[config.mk]
export PLATFORM = sky130hd
export DESIGN_NAME = video_timing_pg
export DESIGN_NICKNAME = d
export VERILOG_FILES = /design/src/rtl/video_timing_pg.sv
export SDC_FILE = /design/constraint.sdc
export NUM_CORES = 1
export LEC_CHECK = 0
export ABC_CLOCK_PERIOD_IN_PS = 6090
export CELL_PAD_IN_SITES_DETAIL_PLACEMENT = 1
export CELL_PAD_IN_SITES_GLOBAL_PLACEMENT = 1
export CORE_ASPECT_RATIO = 0.5
export CORE_MARGIN = 1.5
export CORE_UTILIZATION = 33
export CTS_CLUSTER_SIZE = 28
export DETAILED_ROUTE_END_ITERATION = 16
export GPL_TIMING_DRIVEN = 0
export PLACE_DENSITY = 0.92
export SYNTH_ARGS = -nofsm -noshare
export SYNTH_HDL_FRONTEND = slang
export SYNTH_SLANG_ARGS = --single-unit
[constraint.sdc]
create_clock -name clk -period 6.09 [get_ports clk]
set_input_delay 1.827 -clock clk [delete_from_list [all_inputs] [get_ports clk]]
set_output_delay 1.827 -clock clk [all_outputs]
set_load 0.03 [all_outputs]
[src/rtl/video_timing_pg.sv]
// -----------------------------------------------------------------------------
// video_timing_pg
//
// Video timing and test-pattern generator. It produces HSYNC, VSYNC and DE
// together with NUM_PORTS pixels per clock. Each pixel is an RGB triple of
// DATA_W-bit components. It is used as a synthesizable pixel source at the
// head of the bring-up pipeline.
//
// Line and frame layout, in region order: sync, back porch, active,
// front porch. Every output is registered once from the counter state, so
// vs/hs/de/pix/frame_start are mutually cycle-aligned.
//
// Ports:
//   clk          in   sole clock
//   rst          in   synchronous reset, active-high
//   en           in   run request, sampled in IDLE and at the frame end
//   mode         in   pattern: 0 solid, 1 h-ramp, 2 v-ramp, 3 checker
//   solid_rgb    in   solid colour {R,G,B}
//   vs           out  vertical sync (active level VS_POL)
//   hs           out  horizontal sync (active level HS_POL)
//   de           out  data enable
//   pix          out  NUM_PORTS pixels; port p at [(p+1)*3*DATA_W-1 : p*3*DATA_W]
//   frame_start  out  one-clock pulse on the first clock of each frame
//   frame_cnt    out  count of frames started, wraps at 16 bits
// -----------------------------------------------------------------------------
module video_timing_pg #(
   parameter int   NUM_PORTS = 8,
   parameter int   DATA_W    = 8,
   parameter int   H_ACTIVE  = 240,
   parameter int   H_FP      = 88,
   parameter int   H_SYNC    = 44,
   parameter int   H_BP      = 148,
   parameter int   V_ACTIVE  = 30,
   parameter int   V_FP      = 4,
   parameter int   V_SYNC    = 5,
   parameter int   V_BP      = 36,
   parameter logic HS_POL    = 1'b0,
   parameter logic VS_POL    = 1'b0,
   parameter int   CHK_SHIFT = 3
) (
   input  logic                          clk,
   input  logic                          rst,
   input  logic                          en,
   input  logic [1:0]                    mode,
   input  logic [3*DATA_W-1:0]           solid_rgb,
   output logic                          vs,
   output logic                          hs,
   output logic                          de,
   output logic [NUM_PORTS*3*DATA_W-1:0] pix,
   output logic                          frame_start,
   output logic [15:0]                   frame_cnt
);

   localparam int H_TOTAL     = H_SYNC + H_BP + H_ACTIVE + H_FP;
   localparam int V_TOTAL     = V_SYNC + V_BP + V_ACTIVE + V_FP;
   localparam int H_W         = (H_TOTAL > 1) ? $clog2(H_TOTAL) : 1;
   localparam int V_W         = (V_TOTAL > 1) ? $clog2(V_TOTAL) : 1;
   localparam int H_ACT_START = H_SYNC + H_BP;
   localparam int H_ACT_END   = H_SYNC + H_BP + H_ACTIVE;
   localparam int V_ACT_START = V_SYNC + V_BP;
   localparam int V_ACT_END   = V_SYNC + V_BP + V_ACTIVE;
   localparam int PIX_W       = 3 * DATA_W;
   localparam int BUS_W       = NUM_PORTS * PIX_W;

   typedef enum logic {
      S_IDLE = 1'b0,
      S_RUN  = 1'b1
   } state_t;

   // Pattern for one pixel at coordinates (x, y). x and y are only
   // meaningful inside the active window; outside it the caller blanks.
   function automatic logic [PIX_W-1:0] pattern(
      input logic [1:0]       m,
      input logic [PIX_W-1:0] solid,
      input logic [31:0]      x,
      input logic [31:0]      y
   );
      logic [DATA_W-1:0] c;
      c = '0;
      case (m)
         2'd0:    return solid;
         2'd1:    c = x[DATA_W-1:0];
         2'd2:    c = y[DATA_W-1:0];
         default: c = {DATA_W{x[CHK_SHIFT] ^ y[CHK_SHIFT]}};
      endcase
      return {c, c, c};
   endfunction

   state_t             r_state;
   state_t             w_state_nxt;
   logic [H_W-1:0]     r_h_cnt_p0;
   logic [V_W-1:0]     r_v_cnt_p0;
   logic [H_W-1:0]     w_h_cnt_nxt;
   logic [V_W-1:0]     w_v_cnt_nxt;
   logic               w_h_last;
   logic               w_v_last;
   logic               w_latch;

   logic [1:0]         r_mode;
   logic [PIX_W-1:0]   r_solid;

   logic               w_run_p0;
   logic [31:0]        w_h32_p0;
   logic [31:0]        w_v32_p0;
   logic [31:0]        w_ax_p0;
   logic [31:0]        w_ay_p0;
   logic               w_hs_act_p0;
   logic               w_vs_act_p0;
   logic               w_de_p0;
   logic               w_fs_p0;
   logic [BUS_W-1:0]   w_pix_p0;

   logic               r_hs_p1;
   logic               r_vs_p1;
   logic               r_de_p1;
   logic               r_fs_p1;
   logic [BUS_W-1:0]   r_pix_p1;
   logic [15:0]        r_frame_cnt_p1;

   assign w_h_last = (r_h_cnt_p0 == H_W'(H_TOTAL - 1));
   assign w_v_last = (r_v_cnt_p0 == V_W'(V_TOTAL - 1));

   // Next-state and counter logic. The pattern selection is re-latched on
   // entry to RUN and at each frame wrap, so a frame never mixes patterns.
   always_comb begin
      w_state_nxt = r_state;
      w_h_cnt_nxt = r_h_cnt_p0;
      w_v_cnt_nxt = r_v_cnt_p0;
      w_latch     = 1'b0;
      case (r_state)
         S_IDLE: begin
            w_h_cnt_nxt = '0;
            w_v_cnt_nxt = '0;
            if (en) begin
               w_state_nxt = S_RUN;
               w_latch     = 1'b1;
            end
         end
         S_RUN: begin
            if (w_h_last) begin
               w_h_cnt_nxt = '0;
               if (w_v_last) begin
                  // en is only honoured here, so a frame is never truncated.
                  w_v_cnt_nxt = '0;
                  if (en) begin
                     w_latch = 1'b1;
                  end else begin
                     w_state_nxt = S_IDLE;
                  end
               end else begin
                  w_v_cnt_nxt = r_v_cnt_p0 + V_W'(1);
               end
            end else begin
               w_h_cnt_nxt = r_h_cnt_p0 + H_W'(1);
            end
         end
         default: begin
            w_state_nxt = S_IDLE;
            w_h_cnt_nxt = '0;
            w_v_cnt_nxt = '0;
         end
      endcase
   end

   always_ff @(posedge clk) begin
      if (rst) begin
         r_state    <= S_IDLE;
         r_h_cnt_p0 <= '0;
         r_v_cnt_p0 <= '0;
      end else begin
         r_state    <= w_state_nxt;
         r_h_cnt_p0 <= w_h_cnt_nxt;
         r_v_cnt_p0 <= w_v_cnt_nxt;
      end
   end

   // Latched pattern selection; holds its value while IDLE.
   always_ff @(posedge clk) begin
      if (w_latch) begin
         r_mode  <= mode;
         r_solid <= solid_rgb;
      end
   end

   // ---- stage p0: decode counter state into sync, DE and pixel values ----
   assign w_run_p0    = (r_state == S_RUN);
   assign w_h32_p0    = 32'(r_h_cnt_p0);
   assign w_v32_p0    = 32'(r_v_cnt_p0);
   assign w_ax_p0     = w_h32_p0 - 32'(H_ACT_START);
   assign w_ay_p0     = w_v32_p0 - 32'(V_ACT_START);
   assign w_hs_act_p0 = w_run_p0 && (w_h32_p0 < 32'(H_SYNC));
   assign w_vs_act_p0 = w_run_p0 && (w_v32_p0 < 32'(V_SYNC));
   assign w_de_p0     = w_run_p0
                        && (w_h32_p0 >= 32'(H_ACT_START)) && (w_h32_p0 < 32'(H_ACT_END))
                        && (w_v32_p0 >= 32'(V_ACT_START)) && (w_v32_p0 < 32'(V_ACT_END));
   assign w_fs_p0     = w_run_p0 && (r_h_cnt_p0 == '0) && (r_v_cnt_p0 == '0);

   always_comb begin
      w_pix_p0 = '0;
      if (w_de_p0) begin
         for (int p = 0; p < NUM_PORTS; p++) begin
            w_pix_p0[p*PIX_W +: PIX_W] =
               pattern(r_mode, r_solid, (w_ax_p0 * 32'(NUM_PORTS)) + 32'(p), w_ay_p0);
         end
      end
   end

   // ---- stage p1: output registers ----
   always_ff @(posedge clk) begin
      if (rst) begin
         r_hs_p1        <= ~HS_POL;
         r_vs_p1        <= ~VS_POL;
         r_de_p1        <= 1'b0;
         r_fs_p1        <= 1'b0;
         r_pix_p1       <= '0;
         r_frame_cnt_p1 <= '0;
      end else begin
         r_hs_p1  <= w_hs_act_p0 ? HS_POL : ~HS_POL;
         r_vs_p1  <= w_vs_act_p0 ? VS_POL : ~VS_POL;
         r_de_p1  <= w_de_p0;
         r_fs_p1  <= w_fs_p0;
         r_pix_p1 <= w_pix_p0;
         if (w_fs_p0) begin
            r_frame_cnt_p1 <= r_frame_cnt_p1 + 16'd1;
         end
      end
   end

   assign hs          = r_hs_p1;
   assign vs          = r_vs_p1;
   assign de          = r_de_p1;
   assign frame_start = r_fs_p1;
   assign pix         = r_pix_p1;
   assign frame_cnt   = r_frame_cnt_p1;

endmodule

# [Word level (Yosys, flattened, before mapping)]
# Index checks and enable logic that the tools add are counted.
[word_totals] ff_bits=256 input_bits=29 elab_cells=89
[op_classes] n_addsub=12 order_cmp=6 eq_ne=5 mux=33 n_bitwise=10 reduce_logical=12
[ops] cell="24-bit 2-to-1 mux" count=9
[ops] cell="8-bit case mux with 3 select lines" count=8
[ops] cell="8-bit by 4-bit adder with 8-bit output (second input constant)" count=4
[ops] cell="10-bit case mux with 2 select lines" count=1
[ops] cell="16-bit by 1-bit adder with 16-bit output (second input constant)" count=1
[ops] cell="8-bit by 3-bit adder with 8-bit output (second input constant)" count=2
[ops] cell="7-bit 2-to-1 mux" count=2
[ops] cell="7-bit case mux with 2 select lines" count=1
[ops] cell="10-bit by 1-bit adder with 10-bit output (second input constant)" count=1
[ops] cell="10-bit == test (second input constant)" count=1
[ops] cell="10-bit by 8-bit greater-or-equal comparator with 1-bit output (second input constant)" count=1
[ops] cell="10-bit zero test" count=1
[ops] cell="10-bit by 6-bit less-than comparator with 1-bit output (second input constant)" count=1
[ops] cell="10-bit by 9-bit less-than comparator with 1-bit output (second input constant)" count=1
[ops] cell="10-bit 2-to-1 mux" count=1
[ops] cell="1-bit 2-to-1 mux" count=9
[ops] cell="8-bit by 2-bit adder with 8-bit output (second input constant)" count=1
[ops] cell="1-bit logical AND" count=8
[ops] cell="7-bit by 6-bit subtractor with 8-bit output (second input constant)" count=1
[ops] cell="1-bit bitwise XOR" count=8
[ops] cell="7-bit by 1-bit adder with 7-bit output (second input constant)" count=1
[ops] cell="7-bit == test (second input constant)" count=1
[ops] cell="7-bit by 6-bit greater-or-equal comparator with 1-bit output (second input constant)" count=1
[ops] cell="7-bit zero test" count=1
[ops] cell="10 further kinds" count=12

# [Longest topological paths before layout]
# Gate-level depths: netlist (run 1).
[depth] depth_word=7 ltp_mapped=8 mapped_depth_nobuf=6

# [Worst setup path after synthesis (run 1)]
# OpenSTA, ideal clock, no wires.
[synth_timing] path_kind="input to register" start="in rst" end="reg r_pix_p1[175] (netlist: pix[175])" setup_ns=0.095 t_arrival_ns=2.801 setup_slack_ns=3.194 stages=5 n_path_buf=1 cell_sequence="nor3b_1 -> o211a_1 -> o311ai_1 -> clkbuf_1 -> a221oi_1"
[synth_via] elab_chain_len=1
[synth_lines] item="from (decl)" line_no="42" rtl="input logic rst,"
[synth_lines] item="2-bit OR reduction (no line)"
[synth_lines] item="to (signal assigned)" line_no="222" rtl="r_pix_p1 <= w_pix_p0;"
[synth_lines] item="to (decl)" line_no="117" rtl="logic [BUS_W-1:0] r_pix_p1;"
# No other way between the ends.
# A chain may end at the register's enable or synchronous reset.

# [Worst setup path after layout (run 1)]
[layout_timing] start="in rst" end="reg r_pix_p1[182] (netlist: pix[182])"
# The elaborated chain is that of the path after synthesis.

==> reports/metrics.yaml, run 1 <==
grt_overflow_total: 0
p_total_mw: 1.34
status: "finished, final reports clean"
initial_core_util: 0.340
synth_cell_type_count: 47
slew_headroom: 0.0843
dpl.hpwl_um: 13600
port_buffers: 240
cellLeakagePower_nw: 3.33
syn_area_um2: 5280
drv_cap: 0
worst_ep_arrival_time_ns: 4.05
final_core_util: 0.530
rsz0062_at_grt: "false"
dieArea_um2: 16800
clk_pin_slew_ns: 0.08
finalHoldViolCount: 0
irDropWorstVdd_uv: 119
clock_sinks: 97
finalSetupViolCount: 0
core_um2: 15500
die_w_um: 182
min_period_ns: 3.84
grt_max_degree: 27
critPathCaptureType: "register"
vias: 4922
fmax_ghz: 0.260
drt_wl_total_um: 17600
required_ns: 6.30
postCtsSetupBuffers: 0
ctsResizeCount: 0
synthesis.nets: 610
ff2ff_path_depth: 6
cts-root-buf: "clkbuf_16"
tightest_slew_ns: 1.37
crit_type: "in -> reg"
layout_common_cells: "clkdlybuf4s50_1 (240), buf_4 (159), dfxtp_1 (71)"
numCtsBuffers: 9
critPathTopFamily: "compound AO/OA/AOI/OAI gates"
rows: 32
synth-seq-cells: 97
drt_iter0_drc: 202
area_growth_pct: 55.9
place.gp.congestion: 0.779
synth-edff-count: 26
cts_max_level: 3
min_period_over_period: 0.631
synth_top_flop_cell: "dfxtp_1"
maxSlewViolCount: 0
routedWlPerCell_um: 17.1
hold_path.class: "reg -> reg"
drcViolationCount: 0
synthCells: 570
yosys_warnings: 0
cts_hold_buf: 0
cts_tree: "yes"
dr.pass1.iters: 4
crit_path_top_delay_cell: "clkdlybuf4s50_1"
clkLatencyLatePin_ns: 0.36
drtAntennaViolNets: 0
finalClockSkew_ns: 0.00835
tns_ns: 0
powerDensity_nw_per_um2: 163
gr-usage-all-layers: 0.207
antenna_cells: 0
cp_num_cells: 6
worst-path-max-fanout: 10
holdPathStages: 2
grt_pass1_wl_um: 27300
syn_area_per_cell_um2: 9.26
synth-async-reset-ratio: 0
detail_route.vias_per_cell: 4.78
io_pins: 241
antenna_found_initial: 0
path_cells: "clkdlybuf4s50_1 > nor3b_1 > o211a_1 > o311ai_1 > clkbuf_1 > a221oi_1"
drive_gt1_frac: 0.235
layout_commonest_cell: "clkdlybuf4s50_1"
grt_pass1_vias: 5061
cts.path.max_buffers: 2
die_h_um: 92.4
nets: 861
max_stage_delay_ns: 0.51
startpoint_type: "primary input"
path_buf_inv: 2
seq_area_frac_synth: 0.417
==> worst register-to-register path, stage by stage, from the launching register on <==
cell and delay [ns]:
dfxtp_1 0.44, ha_1 0.34, nand3_1 0.17, or3_1 0.37, clkbuf_1 0.19, o21ai_0 0.25, and2_1 1.08
==> state kept, by name, summed over array words and instances (netlist names) <==
signal / flops
de: 1
r_solid: 24
r_state: 1
vs: 1
pix: 33
r_mode: 2
r_v_cnt_p0: 7
frame_start: 1
r_h_cnt_p0: 10
frame_cnt: 16
hs: 1
==> synth_stat cells (9+ instances only) <==
cell type / number / share of area
nor2b_1: 14 / 0.017
nor3_1: 17 / 0.016
clkbuf_1: 22 / 0.016
a21oi_1: 29 / 0.028
a31oi_1: 11 / 0.013
a221oi_1: 12 / 0.020
o21ai_0: 11 / 0.010
dfxtp_1: 71 / 0.27
edfxtp_1: 26 / 0.15
or3_1: 9 / 0.011
inv_1: 29 / 0.021
nor2_1: 28 / 0.020
mux2_2: 12 / 0.026
nand2_1: 25 / 0.018
buf_4: 159 / 0.23
ha_1: 11 / 0.026
nand3_1: 14 / 0.013
==> logic make-up after synthesis <==
| logic type | Yosys count | share of synthesized area |
|---|---|---|
| buffers and inverters | 212 | 0.266 |
| and+or+nand+nor | 146 | 0.147 |
| DFF | 97 | 0.417 |
| AOI/OAI and AO/OA | 80 | 0.0979 |
| muxes | 13 | 0.0275 |
| xor gates and xnor gates | 11 | 0.0183 |
| adders and majority gates | 11 | 0.0261 |
==> final cells by class <==
| class | count | area (um2) |
|---|---|---|
| Multi-Input combinational cell | 261 | 1670 |
| Tap cell | 204 | 255 |
| Clock buffer | 9 | 225 |
| Fill cell | 1763 | 7310 |
| Clock inverter | 7 | 68.8 |
| Timing Repair Buffer | 240 | 2400 |
| Sequential cell | 97 | 2200 |
| Inverter | 29 | 109 |
| Buffer | 183 | 1290 |
==> path summary, 6_finish.rpt <==
path                                                  from                         end  slack (ns)
worst max register to register    r_h_cnt_p0[1]$_SDFF_PP0_       r_solid[13]$_DFFE_PP_        2.85
worst min-delay path            frame_cnt[10]$_SDFFE_PP0P_  frame_cnt[10]$_SDFFE_PP0P_        0.53
worst max-delay path                                   rst         pix[182]$_SDFF_PP0_        2.25
worst min register to register  frame_cnt[10]$_SDFFE_PP0P_  frame_cnt[10]$_SDFFE_PP0P_        0.53
==> report_power, final <==
group / internal (mW) / switching [mW] / total [mW] / leakage, nW
combinational: 0.0328 / 0.0510 / 0.0838 / 2.36
sequential: 0.676 / 0.00607 / 0.682 / 0.820
clock: 0.291 / 0.283 / 0.574 / 0.148
total: 0.999 / 0.340 / 1.34 / 3.33
==> metal layers <==
metal | part of all wire | global-route usage | vias up | wire [um]
met5 | 0 | 0 | - | 0
met4 | 0.021 | 0.0729 | 0 | 367
met3 | 0.053 | 0.0413 | 29 | 931
met2 | 0.55 | 0.404 | 185 | 9580
met1 | 0.38 | 0.224 | 2414 | 6700
li1 | - | - | 2294 | -
==> metrics by stage <==
| step | instance area (um2) | setup slack (ns) | instances | hold slack, ns |
|---|---|---|---|---|
| final | 8230 | 2.25 | 1030 | 0.531 |
| after global routing | 8230 | 2.17 | 1030 | 0.566 |
| after CTS | 8230 | 2.36 | 1030 | 0.535 |
| after detailed placement | 7940 | 2.04 | 1014 | 0.526 |
| after global placement | 7940 | 2.09 | 1014 | 0.505 |
| after floorplan | 5280 | 3.19 | 570 | 0.464 |
Note: power is estimated with default switching activity, not from simulation.
==> inputs of run 2 (changes only) <==
==> config.mk (replaced) <==
export PLATFORM = sky130hd
export DESIGN_NAME = video_timing_pg
export DESIGN_NICKNAME = d
export VERILOG_FILES = /design/src/rtl/video_timing_pg.sv
export SDC_FILE = /design/constraint.sdc
export NUM_CORES = 1
export LEC_CHECK = 0
export ABC_CLOCK_PERIOD_IN_PS = 3700
export CELL_PAD_IN_SITES_DETAIL_PLACEMENT = 1
export CELL_PAD_IN_SITES_GLOBAL_PLACEMENT = 1
export CORE_ASPECT_RATIO = 0.5
export CORE_MARGIN = 1.5
export CORE_UTILIZATION = 30
export CTS_CLUSTER_SIZE = 28
export DETAILED_ROUTE_END_ITERATION = 16
export GPL_TIMING_DRIVEN = 0
export PLACE_DENSITY = 0.85
export SYNTH_ARGS = -nofsm -noshare
export SYNTH_HDL_FRONTEND = slang
export SYNTH_SLANG_ARGS = --single-unit
==> constraint.sdc (replaced) <==
create_clock -name clk -period 3.7 [get_ports clk]
set_input_delay 1.11 -clock clk [delete_from_list [all_inputs] [get_ports clk]]
set_output_delay 1.11 -clock clk [all_outputs]
set_load 0.03 [all_outputs]
==> run 2 against run 1 <==
Final cell count grew 2.9%. Clock power grew 61%. Critical path type is now reg -> reg. Largest power group unchanged. Utilization shrank 5.2 points. Die area grew 9.8%. Sequential power grew 64%. Global-route usage shrank 3.2 points.
==> reports/metrics.yaml, run 2 (synthesis results as in run 1) <==
die_h_um: 96.8  # was 92.4 um
cts_tree: "yes"  # unchanged
powerDensity_nw_per_um2: 264  # was 163 nW/um2
tns_ns: 0  # unchanged
maxSlewViolCount: 0  # unchanged
path_buf_inv: 1  # was 2
grt_max_degree: 27  # unchanged
min_period_ns: 3.10
critPathCaptureType: "register"  # unchanged
clkLatencyLatePin_ns: 0.35  # was 0.36 ns
required_ns: 3.66  # was 6.30 ns
final_cells: 1060  # was 1030
dpl.hpwl_um: 12900  # was 13600 um
tightest_slew_ns: 1.26  # was 1.37 ns
layout_commonest_cell: "clkdlybuf4s50_1"  # unchanged
rows: 34  # was 32
worst-path-max-fanout: 26  # was 10
nets: 861  # unchanged
port_buffers: 240  # unchanged
max_stage_delay_ns: 1.00  # was 0.51 ns
irDropWorstVdd_uv: 207  # was 119 uV
min_period_over_period: 0.837
crit_type: "reg -> reg"  # was in -> reg
io_pins: 241  # unchanged
antenna_cells: 0  # unchanged
path_cells: "ha_1 > nand3_1 > or3_1 > clkbuf_1 > o21ai_0 > and2_1"  # was clkdlybuf4s50_1 > nor3b_1 > o211a_1 > o311ai_1 > clkbuf_1 > a221oi_1
drt_wl_total_um: 16000  # was 17600 um
ctsResizeCount: 0  # unchanged
initial_core_util: 0.305  # was 0.340
grt_pass1_vias: 4821  # was 5061
detail_route.vias_per_cell: 4.42  # was 4.78
vias: 4682  # was 4922
die_w_um: 191  # was 182 um
numCtsBuffers: 9  # unchanged
layout_common_cells: "clkdlybuf4s50_1 (240), buf_4 (159), dfxtp_1 (71)"  # unchanged
place.gp.congestion: 0.816  # was 0.779
finalHoldViolCount: 0  # unchanged
antenna_found_initial: 0  # unchanged
crit_path_top_delay_cell: "and2_1"  # was clkdlybuf4s50_1
slew_headroom: 0.161  # was 0.0843
rsz0062_at_grt: "false"  # unchanged
area_growth_pct: 56.7  # was 55.9%
cts.path.max_buffers: 2  # unchanged
dieArea_um2: 18400  # was 16800 um2
core_um2: 17300  # was 15500 um2
cts-root-buf: "clkbuf_16"  # unchanged
routedWlPerCell_um: 15.1  # was 17.1 um
critPathTopFamily: "simple AND/OR/NAND/NOR gates"  # was compound AO/OA/AOI/OAI gates
drcViolationCount: 0  # unchanged
dp_cells: 1044  # was 1014
largest_reg_flops: 33  # unchanged
status: "finished, final reports clean"  # unchanged
clock_sinks: 97  # unchanged
finalClockSkew_ns: 0.00854  # was 0.00835 ns
drt_iter0_drc: 138  # was 202
clk_pin_slew_ns: 0.07  # was 0.08 ns
cellLeakagePower_nw: 3.33  # about the same
drive_gt1_frac: 0.235  # unchanged
grt_overflow_total: 0  # unchanged
finalSetupViolCount: 0  # unchanged
grt_pass1_wl_um: 25800  # was 27300 um
drv_cap: 0  # unchanged
dr.pass1.iters: 4  # unchanged
cts_max_level: 3  # unchanged
gr-usage-all-layers: 0.176  # was 0.207
drtAntennaViolNets: 0  # unchanged
hold_path.class: "reg -> reg"  # unchanged
startpoint_type: "register"  # was primary input
fmax_ghz: 0.323
fillers: 1974  # was 1763
worst_ep_arrival_time_ns: 3.06  # was 4.05 ns
postCtsSetupBuffers: 0  # unchanged
cts_hold_buf: 0  # unchanged
-- run 2: cell counts in the layout (fill, tap and decap cells not counted) --
Identical to the previous run, type by type.
-- run 2: worst paths after layout --
kind                            start                    end  slack (ns)  cells past startpoint
max          r_h_cnt_p0[1]$_SDFF_PP0_  r_solid[14]$_DFFE_PP_        0.60                      6
min             r_solid[11]$_DFFE_PP_    pix[179]$_SDFF_PP0_        0.54                      2
max reg2reg  r_h_cnt_p0[1]$_SDFF_PP0_  r_solid[14]$_DFFE_PP_        0.60                      6
min reg2reg     r_solid[11]$_DFFE_PP_    pix[179]$_SDFF_PP0_        0.54                      2
-- run 2: metrics by stage --
| stage | utilization | power [mW] | hold slack [ns] | setup WS [ns] | area, um2 |
|---|---|---|---|---|---|
| final | 0.478 | 2.18 | 0.540 | 0.602 | 8270 |
| after global routing | 0.478 | 2.26 | 0.577 | 0.328 | 8270 |
| after CTS | 0.478 | 2.21 | 0.546 | 0.602 | 8270 |
| after detailed placement | 0.460 | 1.28 | 0.531 | 0.353 | 7970 |
| after global placement | 0.460 | 1.27 | 0.510 | 0.440 | 7970 |
| after floorplan | - | 1.21 | 0.464 | 1.17 | 5280 |
-- run 2: final cells by class --
| cell class | count | area (um2) | area share |
|---|---|---|---|
| Timing Repair Buffer | 240 | 2400 | 0.291 |
| Sequential cell | 97 | 2200 | 0.266 |
| Multi-Input combinational cell | 261 | 1670 | 0.202 |
| Buffer | 183 | 1290 | 0.156 |
| Tap cell | 234 | 293 | 0.0354 |
| Clock buffer | 9 | 225 | 0.0272 |
| Inverter | 29 | 109 | 0.0132 |
| Clock inverter | 7 | 71.3 | 0.00862 |
-- run 2: layer usage --
metal / part of all wire / GRT usage
met1: 0.42 / 0.208
met2: 0.52 / 0.321
met3: 0.050 / 0.0308
met4: 0.017 / 0.0557
met5: 0 / 0
-- run 2: worst register-to-register path, stage by stage, from the launching register on --
cell and delay [ns]:
dfxtp_1 0.44, ha_1 0.32, nand3_1 0.16, or3_1 0.35, clkbuf_1 0.17, o21ai_0 0.24, and2_1 1.00
-- run 2: where the power goes --
group          internal, mW  leakage, nW  total, mW  switching, mW
sequential             1.11        0.820       1.12        0.00893
clock                 0.478        0.148      0.926          0.448
combinational        0.0540         2.36      0.132         0.0784
total                  1.64         3.33       2.18          0.536
==> inputs of run 3 (changes only) <==
==> config.mk (replaced) <==
export PLATFORM = sky130hd
export DESIGN_NAME = video_timing_pg
export DESIGN_NICKNAME = d
export VERILOG_FILES = /design/src/rtl/video_timing_pg.sv
export SDC_FILE = /design/constraint.sdc
export NUM_CORES = 1
export LEC_CHECK = 0
export ABC_CLOCK_PERIOD_IN_PS = 2700
export CELL_PAD_IN_SITES_DETAIL_PLACEMENT = 1
export CELL_PAD_IN_SITES_GLOBAL_PLACEMENT = 1
export CORE_ASPECT_RATIO = 0.5
export CORE_MARGIN = 1.5
export CORE_UTILIZATION = 27
export CTS_CLUSTER_SIZE = 28
export DETAILED_ROUTE_END_ITERATION = 16
export GPL_TIMING_DRIVEN = 0
export PLACE_DENSITY = 0.81
export SYNTH_ARGS = -nofsm -noshare
export SYNTH_HDL_FRONTEND = slang
export SYNTH_SLANG_ARGS = --single-unit
==> constraint.sdc (replaced) <==
create_clock -name clk -period 2.7 [get_ports clk]
set_input_delay 0.81 -clock clk [delete_from_list [all_inputs] [get_ports clk]]
set_output_delay 0.81 -clock clk [all_outputs]
set_load 0.03 [all_outputs]
==> run 3 against run 2 <==
Utilization fell by 3.4 points. Final cell count rose by 2.5%. Worst hold slack got worse by 0.018 ns. Register-to-register slack got worse by 0.40 ns. Sequential share of layout area fell by 0.22 points. Setup slack got worse by 0.40 ns. Sequential power rose by 38%. Via count did not move. Highest routed layer unchanged.
==> reports/metrics.yaml, run 3 (synthesis results as in run 1) <==
clkLatencyLatePin_ns: 0.36  # was 0.35 ns
tightest_slew_ns: 0.675  # was 1.26 ns
r2r-start: "r_h_cnt_p0[1]$_SDFF_PP0_"  # unchanged
worstHoldStart: "r_solid[11]$_DFFE_PP_"  # unchanged
antenna_cells: 0  # unchanged
critPathCaptureType: "register"  # unchanged
cellLeakagePower_nw: 3.34  # was 3.33 nW
drtAntennaViolNets: 0  # unchanged
io_pins: 241  # unchanged
rsz0062_at_grt: "false"  # unchanged
clock_sinks: 97  # unchanged
required_ns: 2.91  # was 3.66 ns
layout_commonest_cell: "clkdlybuf4s50_1"  # unchanged
multi_input_area_um2: 1710  # was 1670 um2
drv_cap: 0  # unchanged
irDropWorstVdd_uv: 269  # was 207 uV
setup_ws_ns: 0.198  # was 0.602 ns
dpl.hpwl_um: 13100  # was 12900 um
hold_slack_ns: 0.522  # was 0.540 ns
path_cells: "clkdlybuf4s50_1 > nor3b_2 > o211a_1 > o311ai_4 > clkbuf_2 > a221oi_1"  # was ha_1 > nand3_1 > or3_1 > clkbuf_1 > o21ai_0 > and2_1
clk_pin_slew_ns: 0.07  # about the same
holdPathEnd: "pix[179]$_SDFF_PP0_"  # unchanged
area_growth_pct: 58.0  # was 56.7%
drcViolationCount: 0  # unchanged
max_stage_delay_ns: 0.55  # was 1.00 ns
drive_gt1_frac: 0.245  # was 0.235
die_h_um: 102  # was 96.8 um
seq_area_um2: 2200  # unchanged
grt_pass1_vias: 4784  # was 4821
maxSlewViolCount: 0  # unchanged
status: "finished, final reports clean"  # unchanged
slew_headroom: 0.546  # was 0.161
gr-usage-all-layers: 0.156  # was 0.176
grt_max_degree: 27  # unchanged
vias: 4682  # unchanged
numCtsBuffers: 9  # unchanged
min_period_ns: 2.50
postCtsSetupBuffers: 0  # unchanged
grt_overflow_total: 0  # unchanged
detail_route.vias_per_cell: 4.31  # was 4.42
drt_iter0_drc: 223  # was 138
finalClockSkew_ns: 0.0112  # was 0.00854 ns
largest_reg_flops: 33  # unchanged
min_period_over_period: 0.927
critPathTopFamily: "compound AO/OA/AOI/OAI gates"  # was simple AND/OR/NAND/NOR gates
place.gp.congestion: 0.785  # was 0.816
fmax_ghz: 0.400
die_w_um: 201  # was 191 um
cts_tree: "yes"  # unchanged
grt_pass1_wl_um: 25400  # was 25800 um
dr.pass1.iters: 4  # unchanged
nets: 862  # was 861
startpoint_type: "primary input"  # was register
finalHoldViolCount: 0  # unchanged
routedWlPerCell_um: 15.2  # was 15.1 um
cts.path.max_buffers: 2  # unchanged
cts_max_level: 3  # unchanged
dp_slack_ns: -0.463  # was 0.353 ns
r2r-end: "r_solid[4]$_DFFE_PP_"  # was r_solid[14]$_DFFE_PP_
hold_path.class: "reg -> reg"  # unchanged
final_core_util: 0.444  # was 0.478
holdPathStages: 2  # unchanged
crit_type: "in -> reg"  # was reg -> reg
dieArea_um2: 20400  # was 18400 um2
powerDensity_nw_per_um2: 361  # was 264 nW/um2
initial_core_util: 0.281  # was 0.305
path_buf_inv: 2  # was 1
fillers: 2138  # was 1974
port_buffers: 240  # unchanged
layout_common_cells: "clkdlybuf4s50_1 (240), buf_4 (159), dfxtp_1 (71)"  # unchanged
cts_hold_buf: 0  # unchanged
rrSetupSlack_ns: 0.20  # was 0.60 ns
worst_ep_arrival_time_ns: 2.72  # was 3.06 ns
core_um2: 18800  # was 17300 um2
ff2ff_path_depth: 6  # unchanged
worst-path-max-fanout: 10  # was 26
antenna_found_initial: 0  # unchanged
finalSetupViolCount: 0  # unchanged
drt_wl_total_um: 16500  # was 16000 um
rows: 35  # was 34
crit_path_top_delay_cell: "clkdlybuf4s50_1"  # was and2_1
cts-root-buf: "clkbuf_16"  # unchanged
run 3: changes by cell type in the layout (fill, tap and decap cells not counted), sizes merged:
cell,delta
clkinv,-1
inv,+1
and2,+1
run 3: metal layers:
metal	global-route usage	part of all wire	vias up
li1	-	-	2290
met1	0.179	0.41	2275
met2	0.303	0.54	103
met3	0.0328	0.039	14
met4	0.0359	0.011	0
met5	0	0	-
run 3: worst min-delay path: cells and delay by family (launching register included):
family / cells / cell delay, ns
compound gates: 1 / 0.11
flops: 1 / 0.32
simple gates: 1 / 0.05
run 3: per-stage QoR:
step | area, um2 | TNS (ns) | power (mW) | std cells
after CTS | 8320 | 0 | 3.05 | 1085
after detailed placement | 8000 | -22.37 | 1.75 | 1069
after floorplan | 5280 | 0 | 1.66 | 570
after global routing | 8340 | 0 | 3.13 | 1086
final | 8340 | 0 | 3.01 | 1086
after global placement | 8000 | -17.84 | 1.74 | 1069
run 3: worst max path at each step:
| stage | start | endpoint | slack, ns | depth (start not counted) |
|---|---|---|---|---|
| finish | rst | pix[173]$_SDFF_PP0_ | 0.20 | 6 |
| global route | r_h_cnt_p0[1]$_SDFF_PP0_ | r_solid[0]$_DFFE_PP_ | 0.02 | 6 |
| CTS | rst | pix[173]$_SDFF_PP0_ | 0.02 | 6 |
| detailed placement | r_h_cnt_p0[1]$_SDFF_PP0_ | r_solid[10]$_DFFE_PP_ | -0.46 | 6 |
| global placement | rst | pix[174]$_SDFF_PP0_ | -0.40 | 6 |
| floorplan | r_h_cnt_p0[4]$_SDFF_PP0_ | r_mode[0]$_DFFE_PP_ | 0.17 | 6 |
run 3: power by group:
part | internal (mW) | switching, mW | total [mW]
Clock | 0.654 | 0.635 | 1.29
Combinational | 0.0764 | 0.111 | 0.188
Sequential | 1.52 | 0.0135 | 1.54
Total | 2.25 | 0.759 | 3.01
run 3: area by class of cell:
class	instances	area share
repair buffers	240	0.288
plain buffers	183	0.156
flip-flops and latches	97	0.264
well taps	259	0.0389
multi-input cells	262	0.205
inverters	29	0.0131
clock buffers	9	0.0270
clock inverters	7	0.00795
run 3: what timing repair did:
item                                    in CTS  in global routing
endpoints found under the setup margin      57                 56
gates resized for setup                      5                 10
cloned                                       0                  1
pin swaps                                    0                  1
